## config.mk

```make
export PLATFORM = sky130hd
export DESIGN_NAME = handshaking_xbar_nxm_flat
export DESIGN_NICKNAME = d
export VERILOG_FILES = /design/src/rtl/handshaking_xbar_nxm_if.sv /design/src/rtl/handshaking_xbar_nxm.sv /design/src/flat_wrapper.sv
export SDC_FILE = /design/constraint.sdc
export NUM_CORES = 1
export LEC_CHECK = 0
export ABC_CLOCK_PERIOD_IN_PS = 2810
export BUFFER_PORTS_ARGS = -buffer_cell sky130_fd_sc_hd__buf_2
export CORE_ASPECT_RATIO = 0.7
export CORE_UTILIZATION = 35
export DETAILED_ROUTE_END_ITERATION = 8
export PLACE_DENSITY = 0.67
export SETUP_SLACK_MARGIN = 0.2
export SYNTH_ARGS = -nofsm -noshare
export SYNTH_HDL_FRONTEND = slang
export SYNTH_SLANG_ARGS = --single-unit
```

## constraint.sdc

```tcl
create_clock -name clk -period 2.81 [get_ports clk]
set_clock_uncertainty 0.1 [all_clocks]
set_input_delay 0.562 -clock clk [delete_from_list [all_inputs] [get_ports clk]]
set_output_delay 0.562 -clock clk [all_outputs]
set_load 0.005 [all_outputs]
```

## src/rtl/handshaking_xbar_nxm_if.sv

```systemverilog
`default_nettype none
// ============================================================================
//  Module      : handshaking_xbar_nxm_if
//  Description : Bundle of master-side and slave-side valid/ready signals of
//                the N x M handshaking crossbar.
//                master modport : environment view (drives masters' beats
//                                 and slaves' ready).
//                slave modport  : crossbar view.
//  Revision    : 1.0 - initial release
// ============================================================================
interface handshaking_xbar_nxm_if #(
    parameter int DATA_W = 8,
    parameter int N_M    = 2,
    parameter int N_S    = 2,
    parameter int DEST_W = 1
) ();
    logic [N_M*DATA_W-1:0] data_out_m;
    logic [N_M*DEST_W-1:0] dest_out_m;
    logic [N_M-1:0]        valid_out_m;
    logic [N_M-1:0]        ready_in_m;
    logic [N_M-1:0]        err_m;
    logic [N_S*DATA_W-1:0] data_in_s;
    logic [N_S-1:0]        valid_in_s;
    logic [N_S-1:0]        ready_out_s;

    modport master (
        output data_out_m, dest_out_m, valid_out_m, ready_out_s,
        input  ready_in_m, err_m, data_in_s, valid_in_s
    );

    modport slave (
        input  data_out_m, dest_out_m, valid_out_m, ready_out_s,
        output ready_in_m, err_m, data_in_s, valid_in_s
    );
endinterface
`default_nettype wire

```

## src/rtl/handshaking_xbar_nxm.sv

```systemverilog
`default_nettype none
// ============================================================================
//  Module      : handshaking_xbar_nxm
//  Description : N-master x M-slave valid/ready crossbar. Each slave port has
//                a round-robin arbiter that locks onto its winner while the
//                slave back-pressures. Beats with an out-of-range destination
//                are accepted, dropped and flagged on err_m.
//  Options     : XBAR_OUT_REG_EN - registers each slave port through a
//                2-entry skid buffer (1-cycle latency, full throughput).
//  Revision    : 1.0 - initial release
// ============================================================================
module handshaking_xbar_nxm #(
    parameter int DATA_W = 8,
    parameter int N_M    = 2,
    parameter int N_S    = 2,
    parameter int DEST_W = 1
) (
    input wire                    clk,
    input wire                    rst,
    handshaking_xbar_nxm_if.slave bus
);
    localparam int c_IDX_W = $clog2(N_M);

    logic [DATA_W-1:0] w_m_data [N_M];
    logic [DEST_W-1:0] w_m_dest [N_M];
    logic [N_M-1:0]    w_m_oor;
    logic [N_M-1:0]    w_ack_s  [N_S];
    logic [N_M-1:0]    w_ack_any;

    // Unpack master buses; flag beats whose destination has no slave
    for (genvar i = 0; i < N_M; i++) begin : g_m
        assign w_m_data[i] = bus.data_out_m[i*DATA_W +: DATA_W];
        assign w_m_dest[i] = bus.dest_out_m[i*DEST_W +: DEST_W];
        assign w_m_oor[i]  = bus.valid_out_m[i] && (int'(w_m_dest[i]) >= N_S);
    end

    for (genvar j = 0; j < N_S; j++) begin : g_s
        logic [N_M-1:0]     w_req;
        logic               w_found;
        logic [c_IDX_W-1:0] w_win;
        logic               w_gnt_vld;
        logic [c_IDX_W-1:0] w_gnt_idx;
        logic [c_IDX_W-1:0] w_next;
        logic               w_route_vld;
        logic [DATA_W-1:0]  w_route_data;
        logic               w_arb_rdy;
        logic               w_xfer;
        logic [c_IDX_W-1:0] r_rr_ptr;
        logic               r_lock;
        logic [c_IDX_W-1:0] r_gnt;

        for (genvar i = 0; i < N_M; i++) begin : g_req
            assign w_req[i] = bus.valid_out_m[i] && (w_m_dest[i] == DEST_W'(j));
        end

        // Round-robin scan starting at the priority pointer
        always_comb begin
            w_found = 1'b0;
            w_win   = '0;
            for (int k = 0; k < N_M; k++) begin
                if (!w_found && w_req[(int'(r_rr_ptr) + k) % N_M]) begin
                    w_found = 1'b1;
                    w_win   = c_IDX_W'((int'(r_rr_ptr) + k) % N_M);
                end
            end
        end

        // A locked slave only listens to its held master; reset blanks all routes
        assign w_gnt_vld    = r_lock || w_found;
        assign w_gnt_idx    = r_lock ? r_gnt : w_win;
        assign w_next       = c_IDX_W'((int'(w_gnt_idx) + 1) % N_M);
        assign w_route_vld  = !rst && w_gnt_vld && bus.valid_out_m[w_gnt_idx];
        assign w_route_data = w_route_vld ? w_m_data[w_gnt_idx] : '0;
        assign w_xfer       = w_route_vld && w_arb_rdy;
        assign w_ack_s[j]   = w_xfer ? ({{(N_M-1){1'b0}}, 1'b1} << w_gnt_idx) : '0;

        // Arbiter state: lock on a stalled grant, advance pointer past each winner
        always_ff @(posedge clk) begin
            if (rst) begin
                r_rr_ptr <= '0;
                r_lock   <= 1'b0;
                r_gnt    <= '0;
            end else if (r_lock) begin
                if (w_xfer) begin
                    r_lock   <= 1'b0;
                    r_rr_ptr <= w_next;
                end
            end else if (w_found) begin
                if (w_arb_rdy) begin
                    r_rr_ptr <= w_next;
                end else begin
                    r_lock <= 1'b1;
                    r_gnt  <= w_win;
                end
            end
        end

`ifdef XBAR_OUT_REG_EN
        logic [DATA_W-1:0] r_buf [2];
        logic [1:0]        r_cnt;
        logic              r_wr;
        logic              r_rd;
        logic              w_push;
        logic              w_pop;

        assign w_arb_rdy = (r_cnt != 2'd2);
        assign w_push    = w_xfer;
        assign w_pop     = (r_cnt != 2'd0) && bus.ready_out_s[j];

        // Two-entry skid buffer decouples slave backpressure from the arbiter
        always_ff @(posedge clk) begin
            if (rst) begin
                r_cnt <= 2'd0;
                r_wr  <= 1'b0;
                r_rd  <= 1'b0;
            end else begin
                if (w_push) begin
                    r_buf[r_wr] <= w_route_data;
                    r_wr        <= ~r_wr;
                end
                if (w_pop) begin
                    r_rd <= ~r_rd;
                end
                r_cnt <= r_cnt + 2'(w_push) - 2'(w_pop);
            end
        end

        assign bus.valid_in_s[j]                 = (r_cnt != 2'd0);
        assign bus.data_in_s[j*DATA_W +: DATA_W] = (r_cnt != 2'd0) ? r_buf[r_rd] : '0;
`else
        assign w_arb_rdy                         = bus.ready_out_s[j];
        assign bus.valid_in_s[j]                 = w_route_vld;
        assign bus.data_in_s[j*DATA_W +: DATA_W] = w_route_data;
`endif
    end

    // Merge per-slave acknowledges; a master holds at most one grant
    always_comb begin
        w_ack_any = '0;
        for (int j = 0; j < N_S; j++) begin
            w_ack_any = w_ack_any | w_ack_s[j];
        end
    end

    assign bus.ready_in_m = rst ? '0 : (w_ack_any | w_m_oor);
    assign bus.err_m      = rst ? '0 : w_m_oor;

endmodule
`default_nettype wire
```

## src/flat_wrapper.sv

```systemverilog
// flat-port wrapper written by rule: the top's interface ports become plain ports
module handshaking_xbar_nxm_flat 
#(
    parameter int DATA_W = 8,
    parameter int N_M    = 2,
    parameter int N_S    = 2,
    parameter int DEST_W = 1
)
  (clk, rst, bus_data_out_m, bus_dest_out_m, bus_valid_out_m, bus_ready_out_s, bus_ready_in_m, bus_err_m, bus_data_in_s, bus_valid_in_s);
  handshaking_xbar_nxm_if #(.DATA_W(DATA_W), .N_M(N_M), .N_S(N_S), .DEST_W(DEST_W)) bus_i ();
  input wire clk;
  input wire rst;
  input wire logic [$bits(bus_i.data_out_m)-1:0] bus_data_out_m;
  input wire logic [$bits(bus_i.dest_out_m)-1:0] bus_dest_out_m;
  input wire logic [$bits(bus_i.valid_out_m)-1:0] bus_valid_out_m;
  input wire logic [$bits(bus_i.ready_out_s)-1:0] bus_ready_out_s;
  output wire logic [$bits(bus_i.ready_in_m)-1:0] bus_ready_in_m;
  output wire logic [$bits(bus_i.err_m)-1:0] bus_err_m;
  output wire logic [$bits(bus_i.data_in_s)-1:0] bus_data_in_s;
  output wire logic [$bits(bus_i.valid_in_s)-1:0] bus_valid_in_s;
  assign bus_i.data_out_m = bus_data_out_m;
  assign bus_i.dest_out_m = bus_dest_out_m;
  assign bus_i.valid_out_m = bus_valid_out_m;
  assign bus_i.ready_out_s = bus_ready_out_s;
  assign bus_ready_in_m = bus_i.ready_in_m;
  assign bus_err_m = bus_i.err_m;
  assign bus_data_in_s = bus_i.data_in_s;
  assign bus_valid_in_s = bus_i.valid_in_s;
  handshaking_xbar_nxm #(.DATA_W(DATA_W), .N_M(N_M), .N_S(N_S), .DEST_W(DEST_W)) u_core (.clk(clk), .rst(rst), .bus(bus_i));
endmodule
```

==> results of run 1 <==
[power by group]
group          leakage [nW]  internal [mW]  switching (mW)
registers            0.0495         0.0910         0.00731
logic                 0.519         0.0787          0.0768
clock network        0.0138         0.0486          0.0347
[final cells by class]
class / instances / area share [%]
tap: 22 / 2.33
sequential: 6 / 10.3
clock buffer: 3 / 1.90
timing repair buffer: 57 / 29.9
inverter: 6 / 1.90
multi-input combinational: 89 / 53.7
[metrics by stage]
| stage | setup WS (ns) | utilization, % | power, mW |
|---|---|---|---|
| finish | 0.186 | 60.6 | 0.337 |
| global route | 0.131 | 60.6 | 0.360 |
| CTS | 0.178 | 58.4 | 0.329 |
| detailed placement | 0.0674 | 51.4 | 0.224 |
| global placement | 0.118 | 51.4 | 0.220 |
| floorplan | 0.276 | - | 0.174 |
[sequential cells by signal, indices dropped and copies added (netlist names)]
register,flops
u_core.g_s.r_rr_ptr,2
u_core.g_s.r_gnt,2
u_core.g_s.r_lock,2
[routing by layer]
metal	vias to the layer above	global-route usage, %	part of all wire [%]
met5	-	0	0
met4	0	9.52	0.94
met3	4	4.10	7.0
met2	38	38.7	46
met1	462	30.6	46
li1	497	-	-
[what timing repair did]
item / CTS / global route
endpoints found under the setup margin: 20 / 19
buffers inserted: 3 / 2
resized for setup: 21 / 5
pin swaps: 7 / 6
cloned: 1 / 1
[logic make-up after synthesis]
family | Yosys count | synth area share, %
other cells | 1 | 0.493
buf+inv | 16 | 12.0
simple gates | 46 | 31.1
compound gates | 28 | 24.8
flops | 6 | 15.8
mux | 12 | 15.8
[Yosys cell counts (all sizes together)]
| cell | n | area [µm²] |
|---|---|---|
| o31ai | 4 | 30.0 |
| mux2i | 12 | 120 |
| clkbuf | 3 | 11.3 |
| o21ai | 3 | 15.0 |
| a21oi | 11 | 55.1 |
| dfxtp | 6 | 120 |
| conb | 1 | 3.75 |
| nand2 | 13 | 48.8 |
| nor2 | 10 | 37.5 |
| inv | 6 | 22.5 |
| a22oi | 1 | 7.51 |
| nor3 | 1 | 5.00 |
| or3 | 2 | 12.5 |
| and3b | 1 | 10.0 |
| o32ai | 1 | 8.76 |
| or2 | 2 | 12.5 |
| o22ai | 2 | 18.8 |
| nand2b | 4 | 27.5 |
| a211o | 1 | 8.76 |
| and2 | 2 | 12.5 |
| nand3 | 8 | 40.0 |
| or2b | 1 | 7.51 |
| or4b | 1 | 10.0 |
| o21a | 2 | 15.0 |
| buf | 7 | 57.6 |
| a2bb2oi | 1 | 8.76 |
| nor3b | 1 | 12.5 |
| a221o | 2 | 21.3 |
[worst min path at each step]
stage / startpoint / endpoint / slack, ns / cells past startpoint
after floorplan: u_core.g_s[1].r_rr_ptr / u_core.g_s[1].r_rr_ptr / 0.34 / 2
after global placement: u_core.g_s[1].r_rr_ptr / u_core.g_s[1].r_rr_ptr / 0.38 / 2
after detailed placement: u_core.g_s[1].r_rr_ptr / u_core.g_s[1].r_rr_ptr / 0.37 / 2
after CTS: u_core.g_s[1].r_rr_ptr / u_core.g_s[1].r_rr_ptr / 0.38 / 2
after global routing: u_core.g_s[1].r_rr_ptr / u_core.g_s[1].r_rr_ptr / 0.44 / 2
final: u_core.g_s[1].r_rr_ptr / u_core.g_s[1].r_rr_ptr / 0.39 / 2
[worst min-delay path: stages (launching register included)]
cell and delay (ns):
dfxtp_1 0.31, nand2b_1 0.06, o21ai_0 0.07
==> flow_metrics.env, run 1 <==
export IMPL_status="finished with violations"
export IMPL_violations="design-rule violations"
export IMPL_setup_tns_ns=0
export IMPL_path_max_fanout=5
export IMPL_cp_cell_sequence="buf_8, nand2b_4, or3_4, a221o_2, buf_6, a21oi_2, buf_2"
export IMPL_fin_crit_sh_pct=93.4
export IMPL_clock_path_buffers=2
export IMPL_num_io_pins=46
export IMPL_cts_tree="yes"
export IMPL_grt_usage_pct=23.2
export IMPL_hold_viol_final=0
export IMPL_drtIter0Drc=53
export IMPL_rr_startpoint="u_core.g_s[0].r_lock"
export IMPL_start_kind="input pin"
export IMPL_fin_nets=187
export IMPL_ys_ff_latch=6
export IMPL_grt_pass1_vias=837
export IMPL_postSynthAreaPerCell_um2=6.98
export IMPL_endpoint="bus_data_in_s[2]"
export IMPL_crit_type="in -> out"
export IMPL_p_leak_nw=0.582
export IMPL_rows=13
export IMPL_syn_area_um2=761
export IMPL_hpwl_mm=1.80
export IMPL_power_density_nw_per_um2=285
export IMPL_rsz0062_at_grt="true"
export IMPL_seq_area_um2=121
export IMPL_grt_pass1_wl_mm=4.00
export IMPL_crit_family="compound AO/OA/AOI/OAI gates"
export IMPL_coreArea_um2=1950
export IMPL_dpl_cell_count=173
export IMPL_die_h_um=41.0
export IMPL_cpMaxStageDelayCell="a221o_2"
export IMPL_cp_num_buf_inv=3
export IMPL_r2r_slack_ns=0.97
export IMPL_hold_ws_ns=0.387
export IMPL_final_common_cell="buf_2"
export IMPL_multi_input_area_um2=634
export IMPL_vias_per_cell=5.47
export IMPL_place_area_um2=1000
export IMPL_final_cells=183
export IMPL_ys_types=33
export IMPL_reg2regPathDepth=5
export IMPL_r2r_end="u_core.g_s[0].r_rr_ptr"
export IMPL_cts_sinks=6
export IMPL_yosysWarnings=0
export IMPL_wirelength_mm=2.66
export IMPL_grt_overflow=0
export IMPL_root_buffer="clkbuf_4"
export IMPL_initial_core_util_pct=39.0
export IMPL_die_w_um=57.7
export IMPL_via_count=1001
export IMPL_antenna_found_initial=0
export IMPL_cp_data_arrival_time_ns=1.96
export IMPL_die_area_um2=2370
export IMPL_slew_viol_final=0
export IMPL_final_cell_mix="40 x buf_2, 13 x nand2_1, 12 x mux2i_1"
export IMPL_layout_min_cycle_time_ns=2.62
export IMPL_crit_cells=7
export IMPL_place_congestion=0.799
export IMPL_irDropWorstVdd_v=0.000270
export IMPL_end_kind="primary output"
export IMPL_clock_latency_ns=0.25
export IMPL_final_area_um2=1180
export IMPL_cp_startpoint="bus_dest_out_m[1]"
export IMPL_cap_violations=0
export IMPL_port_buffers=43
export IMPL_clk_pin_slew_ns=0.06
export IMPL_cts_hold_buf=0
export IMPL_post_drt_wl_per_cell_um=14.5
export IMPL_area_growth_pct=55.4
export IMPL_antennaDiodeCount=0
export IMPL_htreeDepth=1
export IMPL_clock_fmax_mhz=381
export IMPL_numCtsBuffers=3
export IMPL_worstPathRequired_ns=2.15
export IMPL_remaining_drc_errors=6
export IMPL_synth_seq_area_share_pct=15.8
export IMPL_firstDrtPassIters=6
export IMPL_final_layout_size_suffix_gt1_share_pct=50.9
export IMPL_grt_max_degree=12
export IMPL_final_fill_count=183
export IMPL_crit_path_max_incr_delay_ns=0.43
export IMPL_antenna_left=0
export IMPL_hold_path_class="reg -> reg"
export IMPL_netlist_instances=109
export IMPL_setup_viol=0
Power figures use the tool's default switching activity.
==> inputs of run 2 (changes only) <==
--- a/config.mk
+++ b/config.mk
@@ -7,7 +7,6 @@
 export LEC_CHECK = 0
 export ABC_CLOCK_PERIOD_IN_PS = 2810
 export BUFFER_PORTS_ARGS = -buffer_cell sky130_fd_sc_hd__buf_2
-export CORE_ASPECT_RATIO = 0.7
 export CORE_UTILIZATION = 35
 export DETAILED_ROUTE_END_ITERATION = 8
 export PLACE_DENSITY = 0.67
==> flow_metrics.env, run 2 (synthesis gave the netlist of run 1 again) <==
export IMPL_status="completed"
export IMPL_worstPathRequired_ns=2.15
export IMPL_hold_path_class="reg -> reg"
export IMPL_cts_tree="yes"
export IMPL_via_count=1035
export IMPL_crit_top_cell="buf_6"
export IMPL_post_drt_wl_per_cell_um=14.0
export IMPL_htreeDepth=1
export IMPL_final_common_cell="buf_2"
export IMPL_grt_max_degree=13
export IMPL_power_density_nw_per_um2=287
export IMPL_antennaDiodeCount=0
export IMPL_place_ws_ns=0.0652
export IMPL_root_buffer="clkbuf_4"
export IMPL_grt_usage_pct=22.2
export IMPL_remaining_drc_errors=0
export IMPL_final_cell_mix="39 x buf_2, 14 x buf_4, 12 x nand2_1, 12 x mux2i_1, 9 x nor2_1"
export IMPL_place_congestion=0.925
export IMPL_dpl_cell_count=177
export IMPL_wirelength_mm=2.67
export IMPL_layout_min_cycle_time_ns=2.65
export IMPL_crit_path_max_incr_delay_ns=0.44
export IMPL_crit_family="compound AO/OA/AOI/OAI gates"
export IMPL_irDropWorstVdd_v=0.000250
export IMPL_end_kind="primary output"
export IMPL_area_growth_pct=61.2
export IMPL_cp_data_arrival_time_ns=1.99
export IMPL_final_fill_count=188
export IMPL_fin_crit_sh_pct=94.2
export IMPL_p_leak_nw=0.598
export IMPL_hold_viol_final=0
export IMPL_initial_core_util_pct=38.0
export IMPL_top_regs="u_core.g_s.r_gnt x2, u_core.g_s.r_lock x2, u_core.g_s.r_rr_ptr x2"
export IMPL_final_cells=190
export IMPL_antenna_found_initial=0
export IMPL_fin_ws_ns=0.163
export IMPL_start_kind="input pin"
export IMPL_setup_viol=0
export IMPL_port_buffers=43
export IMPL_grt_pass1_wl_mm=4.24
export IMPL_clk_pin_slew_ns=0.06
export IMPL_drtIter0Drc=34
export IMPL_die_h_um=48.6
export IMPL_clock_latency_ns=0.26
export IMPL_seq_area_um2=121
export IMPL_cp_cell_sequence="buf_6, nand2b_4, or3_4, a221o_2, buf_6, a21oi_2, buf_2"
export IMPL_num_io_pins=46
export IMPL_clock_fmax_mhz=378
export IMPL_die_w_um=48.6
export IMPL_cpMaxStageDelayCell="a221o_2"
export IMPL_numCtsBuffers=3
export IMPL_rsz0062_at_grt="true"
export IMPL_grt_overflow=0
export IMPL_path_max_fanout=6
export IMPL_setup_tns_ns=0
export IMPL_cap_violations=0
export IMPL_grt_pass1_vias=960
export IMPL_antenna_left=0
export IMPL_hpwl_mm=1.63
export IMPL_crit_type="in -> out"
export IMPL_vias_per_cell=5.45
export IMPL_die_area_um2=2360
export IMPL_rows=16
export IMPL_firstDrtPassIters=4
export IMPL_multi_input_area_um2=646
export IMPL_cts_sinks=6
export IMPL_cp_num_buf_inv=3
export IMPL_final_layout_size_suffix_gt1_share_pct=53.4
export IMPL_slew_viol_final=0
export IMPL_coreArea_um2=2000
export IMPL_fin_nets=189
export IMPL_cts_hold_buf=0
export IMPL_clock_path_buffers=2
run 2: changes by cell type in the layout (fill, tap and decap cells not counted), sizes merged:
cell / delta
buf: +2
run 2: what timing repair did:
item / in CTS / in global routing
setup endpoints to repair: 17 / 19
setup buffers: 5 / 3
pin swaps: 8 / 5
resized for setup: 21 / 12
cloned: 1 / 1
run 2: cell type report:
| type | count | share of cell area, % |
|---|---|---|
| well taps | 27 | 2.76 |
| inverters | 6 | 1.84 |
| multi-input cells | 89 | 52.7 |
| flip-flops and latches | 6 | 9.90 |
| clock buffers | 3 | 1.84 |
| repair buffers | 59 | 31.0 |
run 2: worst reg2reg max path: stages, from the launching register on:
cell     delay (ns)
dfxtp_1        0.38
nor3b_4        0.07
or3_4          0.33
a221o_2        0.44
o32ai_1        0.28
run 2: stage by stage:
step                util, %  hold WS, ns  cell area, µm²  total power, mW
finish                 61.3        0.388            1230            0.352
global route           61.3        0.428            1230            0.370
CTS                    57.6        0.394            1150            0.334
detailed placement     50.1        0.381            1000            0.221
global placement       50.1        0.370            1000            0.218
floorplan                 -        0.345             764            0.174
run 2: final timing paths:
kind,from,to,slack (ns),depth (start not counted)
worst max register to register,u_core.g_s[0].r_rr_ptr,u_core.g_s[0].r_rr_ptr,1.13,4
worst min register to register,u_core.g_s[1].r_rr_ptr,u_core.g_s[1].r_rr_ptr,0.39,2
worst min-delay path,u_core.g_s[1].r_rr_ptr,u_core.g_s[1].r_rr_ptr,0.39,2
worst max-delay path,bus_dest_out_m[1],bus_data_in_s[0],0.16,7
run 2: where the power goes:
group / total [mW] / switching (mW) / internal [mW]
registers: 0.0982 / 0.00735 / 0.0909
clock network: 0.0919 / 0.0428 / 0.0491
logic: 0.162 / 0.0783 / 0.0840
total: 0.352 / 0.128 / 0.224
run 2: metal layers:
metal  up-vias  global-route usage (%)  part of all wire [%]
met1       490                    26.7                    44
met4         0                    5.39                   1.5
li1        499                       -                     -
met2        42                    40.3                    48
met3         4                    4.09                   6.0
met5         -                       0                     0
==> inputs of run 3 (changes only) <==
--- a/config.mk
+++ b/config.mk
@@ -6,10 +6,10 @@
 export NUM_CORES = 1
 export LEC_CHECK = 0
 export ABC_CLOCK_PERIOD_IN_PS = 2810
-export BUFFER_PORTS_ARGS = -buffer_cell sky130_fd_sc_hd__buf_2
 export CORE_UTILIZATION = 35
+export CTS_BUF_LIST = sky130_fd_sc_hd__clkbuf_8 sky130_fd_sc_hd__clkbuf_16
 export DETAILED_ROUTE_END_ITERATION = 8
-export PLACE_DENSITY = 0.67
+export DONT_BUFFER_PORTS = 1
 export SETUP_SLACK_MARGIN = 0.2
 export SYNTH_ARGS = -nofsm -noshare
 export SYNTH_HDL_FRONTEND = slang
==> flow_metrics.env, run 3 (synthesis gave the netlist of run 1 again) <==
export IMPL_root_buffer="clkbuf_8"
export IMPL_p_leak_nw=0.330
export IMPL_firstDrtPassIters=4
export IMPL_final_layout_size_suffix_gt1_share_pct=17.4
export IMPL_cts_sinks=6
export IMPL_port_buffers=0
export IMPL_clock_path_buffers=2
export IMPL_top_regs="u_core.g_s.r_gnt x2, u_core.g_s.r_lock x2, u_core.g_s.r_rr_ptr x2"
export IMPL_cts_hold_buf=0
export IMPL_crit_family="compound AO/OA/AOI/OAI gates"
export IMPL_place_area_um2=779
export IMPL_post_drt_wl_per_cell_um=13.4
export IMPL_die_h_um=48.6
export IMPL_clk_pin_slew_ns=0.03
export IMPL_fin_total_pwr_mw=0.308
export IMPL_reg2regPathDepth=4
export IMPL_start_kind="input pin"
export IMPL_grt_pass1_wl_mm=2.93
export IMPL_initial_core_util_pct=38.0
export IMPL_dpl_cell_count=133
export IMPL_cp_data_arrival_time_ns=1.88
export IMPL_final_cells=136
export IMPL_remaining_drc_errors=0
export IMPL_worstPathRequired_ns=2.15
export IMPL_htreeDepth=1
export IMPL_irDropWorstVdd_v=0.000235
export IMPL_fin_crit_sh_pct=90.5
export IMPL_num_io_pins=46
export IMPL_grt_max_degree=12
export IMPL_min_path_cells=1
export IMPL_r2r_slack_ns=1.03
export IMPL_cpMaxStageDelayCell="a221o_2"
export IMPL_rsz0062_at_grt="false"
export IMPL_antennaDiodeCount=0
export IMPL_min_from="rst"
export IMPL_final_fill_count=213
export IMPL_clock_fmax_mhz=393
export IMPL_cts_tree="yes"
export IMPL_die_area_um2=2360
export IMPL_cp_cell_sequence="nand2b_2, or3_1, a221o_2, o31ai_2, buf_4"
export IMPL_status="completed"
export IMPL_rows=16
export IMPL_path_max_fanout=5
export IMPL_grt_pass1_vias=687
export IMPL_rr_startpoint="u_core.g_s[0].r_lock"
export IMPL_setup_tns_ns=0
export IMPL_crit_path_max_incr_delay_ns=0.38
export IMPL_final_cell_mix="13 x nand2_1, 12 x mux2i_1, 11 x a21oi_1"
export IMPL_drtIter0Drc=23
export IMPL_cap_violations=0
export IMPL_grt_overflow=0
export IMPL_die_w_um=48.6
export IMPL_cp_num_buf_inv=1
export IMPL_hold_path_class="in -> reg"
export IMPL_final_area_um2=826
export IMPL_antenna_found_initial=0
export IMPL_final_common_cell="nand2_1"
export IMPL_antenna_left=0
export IMPL_numCtsBuffers=3
export IMPL_coreArea_um2=2000
export IMPL_hold_viol_final=0
export IMPL_end_kind="primary output"
export IMPL_vias_per_cell=5.46
export IMPL_layout_min_cycle_time_ns=2.54
export IMPL_hpwl_mm=1.47
export IMPL_wirelength_mm=1.82
export IMPL_clock_latency_ns=0.22
export IMPL_power_density_nw_per_um2=373
export IMPL_grt_usage_pct=15.5
export IMPL_setup_viol=0
export IMPL_via_count=742
export IMPL_r2r_end="u_core.g_s[0].r_rr_ptr"
export IMPL_area_growth_pct=8.55
export IMPL_slew_viol_final=0
export IMPL_place_congestion=0.848
export IMPL_hold_path_end="u_core.g_s[1].r_gnt"
export IMPL_fin_nets=135
export IMPL_crit_type="in -> out"
==> run 3: power breakdown <==
| part | switching, mW | internal [mW] | leakage [nW] | total [mW] |
|---|---|---|---|---|
| clock network | 0.0330 | 0.0917 | 0.0216 | 0.125 |
| logic | 0.0452 | 0.0405 | 0.260 | 0.0857 |
| registers | 0.00603 | 0.0913 | 0.0492 | 0.0973 |
==> run 3: worst max path at each step <==
stage	from	endpoint	slack [ns]	cells past startpoint
6_report	bus_dest_out_m[1]	bus_ready_in_m[0]	0.27	5
5_1_grt	u_core.g_s[1].r_lock	bus_ready_in_m[0]	0.22	5
4_1_cts	bus_dest_out_m[1]	bus_ready_in_m[0]	0.22	5
3_5_place_dp	bus_dest_out_m[1]	bus_ready_in_m[0]	0.23	5
3_3_place_gp	bus_dest_out_m[1]	bus_ready_in_m[0]	0.23	5
2_1_floorplan	bus_dest_out_m[1]	bus_ready_in_m[1]	0.28	6
==> run 3: metrics by stage <==
step           util [%]  setup WS [ns]  hold WS [ns]
5_1_grt            41.3          0.221         0.307
6_report           41.3          0.267         0.315
4_1_cts            41.0          0.216         0.309
3_3_place_gp       38.9          0.230         0.367
2_1_floorplan         -          0.276         0.345
3_5_place_dp       38.9          0.233         0.371
==> run 3: layer usage <==
metal / part of all wire, % / vias to the layer above / global-route usage [%] / routed length [µm]
li1: - / 381 / - / -
met1: 46 / 335 / 19.1 / 835
met2: 47 / 26 / 25.7 / 863
met3: 6.8 / 0 / 3.77 / 123
met4: 0 / 0 / 5.88 / 0
met5: 0 / - / 0 / 0
==> run 3: what timing repair did <==
action,4_1_cts,5_1_grt
buffers inserted,0,0
resized for setup,0,1
setup endpoints to repair,0,1
==> run 3: layout make-up <==
class / instances / area (µm²) / area share [%]
multi-input cells: 88 / 563 / 68.2
clock buffers: 3 / 41.3 / 5.00
flip-flops and latches: 6 / 120 / 14.5
repair buffers: 6 / 45.0 / 5.45
well taps: 27 / 33.8 / 4.09
inverters: 6 / 22.5 / 2.73
